File: src/rtl/mips_instr_encoder_if.sv
// Bus interfaces for the MIPS instruction encoder: descriptor intake from the host
// and the stall-capable instruction-memory write port.
interface mips_desc_if;
    logic        in_valid;
    logic        in_ready;
    logic [4:0]  in_mnem;
    logic [4:0]  in_rs;
    logic [4:0]  in_rt;
    logic [4:0]  in_rd;
    logic [4:0]  in_shamt;
    logic [15:0] in_imm;
    logic [25:0] in_target;
    logic        in_last;

    modport master (
        output in_valid, in_mnem, in_rs, in_rt, in_rd, in_shamt, in_imm, in_target, in_last,
        input  in_ready
    );
    modport slave (
        input  in_valid, in_mnem, in_rs, in_rt, in_rd, in_shamt, in_imm, in_target, in_last,
        output in_ready
    );
endinterface

interface mips_imem_if #(
    parameter int ADDR_W = 8
);
    logic              imem_req;
    logic [ADDR_W-1:0] imem_addr;
    logic [31:0]       imem_wdata;
    logic              imem_gnt;

    modport master (output imem_req, imem_addr, imem_wdata, input imem_gnt);
    modport slave  (input imem_req, imem_addr, imem_wdata, output imem_gnt);
endinterface

File: src/rtl/mips_instr_encoder.sv
// Encodes symbolic MIPS descriptors into machine words, buffers them in a small FIFO
// and writes them to consecutive instruction-memory addresses.
module mips_instr_encoder #(
    parameter int                ADDR_W     = 8,
    parameter int                FIFO_DEPTH = 4,
    parameter logic [ADDR_W-1:0] BASE_ADDR  = '0
) (
    input  logic        clk_i,
    input  logic        reset_n_i,
    mips_desc_if.slave  desc,
    mips_imem_if.master imem,
    output logic        done_o,
    output logic        err_o,
    output logic        wrap_o
);
    localparam int PW = $clog2(FIFO_DEPTH);
    localparam int CW = PW + 1;

    localparam logic [1:0] FMT_R = 2'd0;
    localparam logic [1:0] FMT_I = 2'd1;
    localparam logic [1:0] FMT_J = 2'd2;

    typedef enum logic [1:0] {
        S_IDLE,
        S_REQ,
        S_DONE
    } state_t;

    // ---------------- encoder ----------------
    logic [5:0]  op_c, funct_c;
    logic [4:0]  rs_c, rt_c, rd_c, shamt_c;
    logic [1:0]  fmt_c;
    logic        illegal_c;
    logic [31:0] enc_word;

    always_comb begin
        op_c      = 6'h00;
        funct_c   = 6'h00;
        rs_c      = desc.in_rs;
        rt_c      = desc.in_rt;
        rd_c      = desc.in_rd;
        shamt_c   = 5'd0;
        fmt_c     = FMT_R;
        illegal_c = 1'b0;
        case (desc.in_mnem)
            5'd0:  begin op_c = 6'h23; fmt_c = FMT_I; end
            5'd1:  begin op_c = 6'h2b; fmt_c = FMT_I; end
            5'd2:  begin op_c = 6'h0f; fmt_c = FMT_I; rs_c = 5'd0; end
            5'd3:  funct_c = 6'h20;
            5'd4:  funct_c = 6'h21;
            5'd5:  funct_c = 6'h22;
            5'd6:  funct_c = 6'h23;
            5'd7:  begin op_c = 6'h08; fmt_c = FMT_I; end
            5'd8:  begin op_c = 6'h09; fmt_c = FMT_I; end
            5'd9:  funct_c = 6'h24;
            5'd10: funct_c = 6'h25;
            5'd11: funct_c = 6'h26;
            5'd12: funct_c = 6'h27;
            5'd13: begin op_c = 6'h0c; fmt_c = FMT_I; end
            5'd14: begin funct_c = 6'h00; rs_c = 5'd0; shamt_c = desc.in_shamt; end
            5'd15: begin funct_c = 6'h02; rs_c = 5'd0; shamt_c = desc.in_shamt; end
            5'd16: begin funct_c = 6'h03; rs_c = 5'd0; shamt_c = desc.in_shamt; end
            5'd17: funct_c = 6'h2a;
            5'd18: funct_c = 6'h2b;
            5'd19: begin op_c = 6'h0a; fmt_c = FMT_I; end
            5'd20: begin op_c = 6'h0b; fmt_c = FMT_I; end
            5'd21: begin op_c = 6'h04; fmt_c = FMT_I; end
            5'd22: begin op_c = 6'h02; fmt_c = FMT_J; end
            5'd23: begin op_c = 6'h03; fmt_c = FMT_J; end
            5'd24: begin funct_c = 6'h08; rt_c = 5'd0; rd_c = 5'd0; end
            5'd25: begin funct_c = 6'h09; rt_c = 5'd0; end
            default: illegal_c = 1'b1;
        endcase

        case (fmt_c)
            FMT_R:   enc_word = {op_c, rs_c, rt_c, rd_c, shamt_c, funct_c};
            FMT_I:   enc_word = {op_c, rs_c, rt_c, desc.in_imm};
            default: enc_word = {op_c, desc.in_target};
        endcase
        // Illegal mnemonics still occupy a slot, as a nop.
        if (illegal_c) enc_word = 32'h0000_0000;
    end

    // ---------------- FIFO of {word, last} ----------------
    logic [31:0]           fifo_word_q [FIFO_DEPTH];
    logic [FIFO_DEPTH-1:0] fifo_last_q;
    logic [PW:0]           wptr_q, rptr_q;
    logic [PW:0]           cnt;
    logic [PW-1:0]         rd_idx, rd_idx_nxt;
    logic                  full, empty, push, pop;
    logic [31:0]           head_word, next_word;
    logic                  head_last;

    assign cnt        = wptr_q - rptr_q;
    assign full       = (cnt == CW'(FIFO_DEPTH));
    assign empty      = (cnt == '0);
    assign rd_idx     = rptr_q[PW-1:0];
    assign rd_idx_nxt = rd_idx + PW'(1);
    assign head_word  = fifo_word_q[rd_idx];
    assign head_last  = fifo_last_q[rd_idx];
    assign next_word  = fifo_word_q[rd_idx_nxt];

    assign desc.in_ready = reset_n_i & ~full;
    assign push          = desc.in_valid & desc.in_ready;

    always_ff @(posedge clk_i or negedge reset_n_i) begin
        if (!reset_n_i) begin
            wptr_q <= '0;
            rptr_q <= '0;
        end else begin
            if (push) wptr_q <= wptr_q + CW'(1);
            if (pop)  rptr_q <= rptr_q + CW'(1);
        end
    end

    // Storage needs no reset: pointers alone define which entries are valid.
    always_ff @(posedge clk_i) begin
        if (push) begin
            fifo_word_q[wptr_q[PW-1:0]] <= enc_word;
            fifo_last_q[wptr_q[PW-1:0]] <= desc.in_last;
        end
    end

    // ---------------- writer FSM ----------------
    state_t            state_q, state_d;
    logic [ADDR_W-1:0] addr_q, addr_d;
    logic [31:0]       wdata_q, wdata_d;
    logic              err_q, err_d;
    logic              wrap_q, wrap_d;

    always_comb begin
        state_d = state_q;
        addr_d  = addr_q;
        wdata_d = wdata_q;
        wrap_d  = wrap_q;
        pop     = 1'b0;
        case (state_q)
            S_IDLE: begin
                if (!empty) begin
                    state_d = S_REQ;
                    wdata_d = head_word;
                end
            end
            S_REQ: begin
                if (imem.imem_gnt) begin
                    pop    = 1'b1;
                    wrap_d = wrap_q | (&addr_q);
                    if (head_last) begin
                        state_d = S_DONE;
                        addr_d  = BASE_ADDR;
                    end else begin
                        addr_d = addr_q + ADDR_W'(1);
                        // Keep streaming when another word remains after this pop,
                        // including one arriving on this very edge.
                        if (cnt > CW'(1)) begin
                            wdata_d = next_word;
                        end else if (push) begin
                            wdata_d = enc_word;
                        end else begin
                            state_d = S_IDLE;
                        end
                    end
                end
            end
            S_DONE:  state_d = S_IDLE;
            default: state_d = S_IDLE;
        endcase
    end

    assign err_d = err_q | (push & illegal_c);

    always_ff @(posedge clk_i or negedge reset_n_i) begin
        if (!reset_n_i) begin
            state_q <= S_IDLE;
            addr_q  <= BASE_ADDR;
            wdata_q <= '0;
            err_q   <= 1'b0;
            wrap_q  <= 1'b0;
        end else begin
            state_q <= state_d;
            addr_q  <= addr_d;
            wdata_q <= wdata_d;
            err_q   <= err_d;
            wrap_q  <= wrap_d;
        end
    end

    assign imem.imem_req   = (state_q == S_REQ);
    assign imem.imem_addr  = addr_q;
    assign imem.imem_wdata = wdata_q;
    assign done_o          = (state_q == S_DONE);
    assign err_o           = err_q;
    assign wrap_o          = wrap_q;
endmodule

File: src/flat_wrapper.sv
// flat-port wrapper written by rule: the top's interface ports become plain ports
module mips_instr_encoder_flat 
#(
    parameter int                ADDR_W     = 8,
    parameter int                FIFO_DEPTH = 4,
    parameter logic [ADDR_W-1:0] BASE_ADDR  = '0
)
  (clk_i, reset_n_i, done_o, err_o, wrap_o, desc_in_valid, desc_in_mnem, desc_in_rs, desc_in_rt, desc_in_rd, desc_in_shamt, desc_in_imm, desc_in_target, desc_in_last, desc_in_ready, imem_imem_req, imem_imem_addr, imem_imem_wdata, imem_imem_gnt);
  mips_desc_if desc_i ();
  mips_imem_if #(.ADDR_W(ADDR_W)) imem_i ();
  input  logic clk_i;
  input  logic reset_n_i;
  output logic done_o;
  output logic err_o;
  output logic wrap_o;
  input wire logic [$bits(desc_i.in_valid)-1:0] desc_in_valid;
  input wire logic [$bits(desc_i.in_mnem)-1:0] desc_in_mnem;
  input wire logic [$bits(desc_i.in_rs)-1:0] desc_in_rs;
  input wire logic [$bits(desc_i.in_rt)-1:0] desc_in_rt;
  input wire logic [$bits(desc_i.in_rd)-1:0] desc_in_rd;
  input wire logic [$bits(desc_i.in_shamt)-1:0] desc_in_shamt;
  input wire logic [$bits(desc_i.in_imm)-1:0] desc_in_imm;
  input wire logic [$bits(desc_i.in_target)-1:0] desc_in_target;
  input wire logic [$bits(desc_i.in_last)-1:0] desc_in_last;
  output wire logic [$bits(desc_i.in_ready)-1:0] desc_in_ready;
  output wire logic [$bits(imem_i.imem_req)-1:0] imem_imem_req;
  output wire logic [$bits(imem_i.imem_addr)-1:0] imem_imem_addr;
  output wire logic [$bits(imem_i.imem_wdata)-1:0] imem_imem_wdata;
  input wire logic [$bits(imem_i.imem_gnt)-1:0] imem_imem_gnt;
  assign desc_i.in_valid = desc_in_valid;
  assign desc_i.in_mnem = desc_in_mnem;
  assign desc_i.in_rs = desc_in_rs;
  assign desc_i.in_rt = desc_in_rt;
  assign desc_i.in_rd = desc_in_rd;
  assign desc_i.in_shamt = desc_in_shamt;
  assign desc_i.in_imm = desc_in_imm;
  assign desc_i.in_target = desc_in_target;
  assign desc_i.in_last = desc_in_last;
  assign desc_in_ready = desc_i.in_ready;
  assign imem_imem_req = imem_i.imem_req;
  assign imem_imem_addr = imem_i.imem_addr;
  assign imem_imem_wdata = imem_i.imem_wdata;
  assign imem_i.imem_gnt = imem_imem_gnt;
  mips_instr_encoder #(.ADDR_W(ADDR_W), .FIFO_DEPTH(FIFO_DEPTH), .BASE_ADDR(BASE_ADDR)) u_core (.clk_i(clk_i), .reset_n_i(reset_n_i), .desc(desc_i), .imem(imem_i), .done_o(done_o), .err_o(err_o), .wrap_o(wrap_o));
endmodule
File: config.mk
export PLATFORM = sky130hd
export DESIGN_NAME = mips_instr_encoder_flat
export DESIGN_NICKNAME = d
export VERILOG_FILES = /design/src/rtl/mips_instr_encoder_if.sv /design/src/rtl/mips_instr_encoder.sv /design/src/flat_wrapper.sv
export SDC_FILE = /design/constraint.sdc
export NUM_CORES = 1
export LEC_CHECK = 0
export CAP_MARGIN = 20
export CORE_AREA = 2 2 126 178
export CTS_CLUSTER_SIZE = 30
export DETAILED_ROUTE_END_ITERATION = 10
export DIE_AREA = 0 0 128 180
export GPL_ROUTABILITY_DRIVEN = 1
export PLACE_DENSITY = 0.66
export SLEW_MARGIN = 20
export SYNTH_ARGS = -nofsm -noshare
export SYNTH_HDL_FRONTEND = slang
export SYNTH_SLANG_ARGS = --single-unit
export TNS_END_PERCENT = 20
File: constraint.sdc
create_clock -name clk_i -period 5.4 [get_ports clk_i]
set_input_delay 1.35 -clock clk_i [delete_from_list [all_inputs] [get_ports clk_i]]
set_output_delay 1.35 -clock clk_i [all_outputs]
set_load 0.01 [all_outputs]
==> out/metrics.cfg <==
[placement]
detailed_place.area_um2 = 10900
post-place-ws_ns = 1.12
port_buffers = 115
hpwlAfterDp_um = 15600
final_weighted_congestion_in_routability_driven_placement = 0.815

[synth]
synth_area_leaders = edfxtp_1, mux4_2, dfrtp_1
async_flop_share = 0.277
post_synth_most_frequent_cells = edfxtp_1, nand2_1, mux4_2, a21oi_1, nor2_1
ys_seq_elements = 177
synth.top_cell.area_share = 0.404
synth.cell_area_um2 = 9520
post-synth-top-count-cell = edfxtp_1
cells_after_synth = 750
synth.avg_cell_area_um2 = 12.7
postSynth.topFlopCell = edfxtp_1
mappedNetlistNets = 830
number_of_enable_type_register_cells_in_the_synthesized_netlist = 128
ys.warnings.count = 0
post_synth_num_cell_types = 71
synth_sequential_area_ratio = 0.533
synthDominantAreaCellType = edfxtp_1

[timing]
relSlewSlack = 0.309
final_period_utilization = 0.745
timing_worst_slew_pin_value_ns = 1.04
post-route-worst-setup-slack_ns = 1.38
fin_tns_setup_ns = 0
finalSetupViolations = 0
fmax_ghz = 0.249
finalHoldWorstSlack_ns = 0.463
clock_skew_ns = 0.0138
period_minus_slack_ns = 4.02
grt_setup_unrepaired = false
finalHoldViolations = 0
pins_over_slew_limit = 0

[worst_setup_path]
cp-start-kind = register
regToRegStartpoint = u_core.rptr_q[0]
path_max_fanout = 7
critical_path_arrival_ns = 2.67
critical_path_start = u_core.rptr_q[0]
critical_path.endpoint_type = output pin
endpoint_required_time_on_the_critical_path_ns = 4.05
timing_worst_setup_path_type = reg -> out

[cells_and_area]
postLayoutCellArea_um2 = 11500
syn2layout_area_growth_pct = 20.5
drive_above_1_share = 0.166
nets = 923
diodes = 0

[global_routing]
gr-usage-met1 = 0.301
top_usage_layer = met2
grt_pass1_wl_um = 38300
grt_use_met3 = 0.0360
grt_start_max_net_pins = 64
vias_in_the_first_global_route = 6744
gr-total-overflow = 0
antenna_found_initial = 0
use_met2 = 0.365
groute.usage.overall = 0.222

[detailed_routing]
vias = 6863
drt-vias-per-instance = 6.13
post-route-drc-count = 0
drt_iter0_drc = 492
drt-wirelength-per-cell_um = 22.0
routed_wirelength_um = 24700
ant_nets = 0
drt-pass1-iter-count = 6

[floorplanning]
initial_utilization = 0.444
die_area_um2 = 23000
die_height_um = 180
io_pins = 117
rows = 64
core_um2 = 21500
die_w_um = 128

[clock_network]
cts.htree.levels = 4
cts_hold_buffers = 0
clkSinkCount = 177
tritoncts_clock_tree = yes
cts-resized-gates = 0
clock_path_buffers = 2
cts-root-buf = clkbuf_16
insertion_delay_ns = 0.44
post-cts-setup-buffer-count = 0
path_clk_slew_ns = 0.07
cts-buffers-inserted = 17

[pwr]
total_leakage_power_nw = 4.12
vdd_drop_max_mv = 0.402
power_density_nw_per_um2 = 589
power_w = 0.00676

[job]
max_cap_viol_count = 0

[status]
outcome = finished clean

[worst_hold_path]
hp-class = reg -> reg
hold_start = u_core.wrap_o

-- metrics by stage --
step | instances | utilization
2_1_floorplan | 750 | -
3_3_place_gp | 1088 | 0.506
3_5_place_dp | 1088 | 0.506
4_1_cts | 1120 | 0.534
5_1_grt | 1120 | 0.534
6_report | 1120 | 0.534
-- layout make-up --
| type | instances | area (um2) |
|---|---|---|
| clock buffers | 19 | 433 |
| fillers | 1842 | 9990 |
| repair buffers | 136 | 1300 |
| inverters | 13 | 48.8 |
| flip-flops and latches | 177 | 5070 |
| well taps | 264 | 330 |
| multi-input cells | 498 | 4110 |
| clock inverters | 13 | 171 |
-- critical path, cell delays in order (launching register included) --
cell             delay [ns]
dfrtp_4                0.51
ha_1                   0.22
fa_1                   0.37
xnor3_1                0.27
o21a_1                 0.28
clkdlybuf4s50_1        0.58
-- where the power goes --
| group | switching, W | internal (W) | total [W] |
|---|---|---|---|
| Combinational | 0.00194 | 0.00154 | 0.00348 |
| Clock | 0.000553 | 0.000737 | 0.00129 |
| Sequential | 0.000179 | 0.00181 | 0.00199 |
| Total | 0.00267 | 0.00409 | 0.00676 |
-- cells by family (layout without fill, tap and decap cells) --
logic type               Yosys count  count (layout)  synth area share
flip-flops                       177             177             0.533
adder cells (fa/ha/maj)            8               8            0.0113
AND/OR/NAND/NOR                  208             208             0.106
other                              1               1          0.000394
multiplexers                      70              70             0.157
XOR/XNOR                          11              11            0.0116
buffers and inverters             75             181            0.0360
AO/OA/AOI/OAI                    200             200             0.145
-- registers in the layout, indices dropped and copies added, names as in the netlist --
register and count:
u_core.rptr_q 3, u_core.err_o 1, u_core.imem.imem_wdata 31, u_core.wrap_o 1
u_core.fifo_last_q 4, u_core.wptr_q 3, u_core.imem.imem_addr 8, u_core.state_q 2
u_core.fifo_word_q 124
-- metal layers --
metal  vias to the layer above  wire (um)  share of wire
li1                       3097          -              -
met5                         -          0              0
met2                       274      12500           0.51
met4                         0        492          0.020
met1                      3458      10200           0.41
met3                        34       1450          0.059
-- path summary, 6_finish.rpt --
check	depth (start not counted)	end	slack [ns]
hold / removal	1	u_core.wrap_o	0.46
setup reg to reg	9	u_core.imem.imem_wdata[29]	2.22
setup / recovery	5	desc_in_ready	1.38
min in group asynchronous	2	u_core.imem.imem_wdata[8]	1.15
hold reg to reg	1	u_core.wrap_o	0.46
max in group asynchronous	2	u_core.rptr_q[0]	3.68
-- cells in the final DEF, fill, tap and decap left out, types with 5 or more instances in the layout --
| cell type | instances |
|---|---|
| clkbuf_16 | 17 |
| nand3_1 | 7 |
| a221oi_1 | 7 |
| a21oi_1 | 62 |
| ha_1 | 6 |
| a221o_1 | 11 |
| nand2_1 | 66 |
| xor2_1 | 6 |
| nor2_1 | 56 |
| nor3_1 | 7 |
| a21oi_2 | 5 |
| nand2b_1 | 9 |
| mux4_2 | 63 |
| buf_4 | 21 |
| inv_1 | 13 |
| and3_1 | 17 |
| a211oi_1 | 5 |
| o21ai_0 | 30 |
| o211ai_1 | 7 |
| dfrtp_1 | 47 |
| nor2b_1 | 18 |
| clkdlybuf4s50_1 | 114 |
| a22oi_1 | 5 |
| or4_1 | 5 |
| mux2_2 | 5 |
| edfxtp_1 | 128 |
| o41ai_2 | 5 |
| a21boi_0 | 6 |
| and2_1 | 7 |
| a211o_1 | 11 |
| inv_6 | 6 |
| o21ai_1 | 10 |
Power figures use the tool's default switching activity.
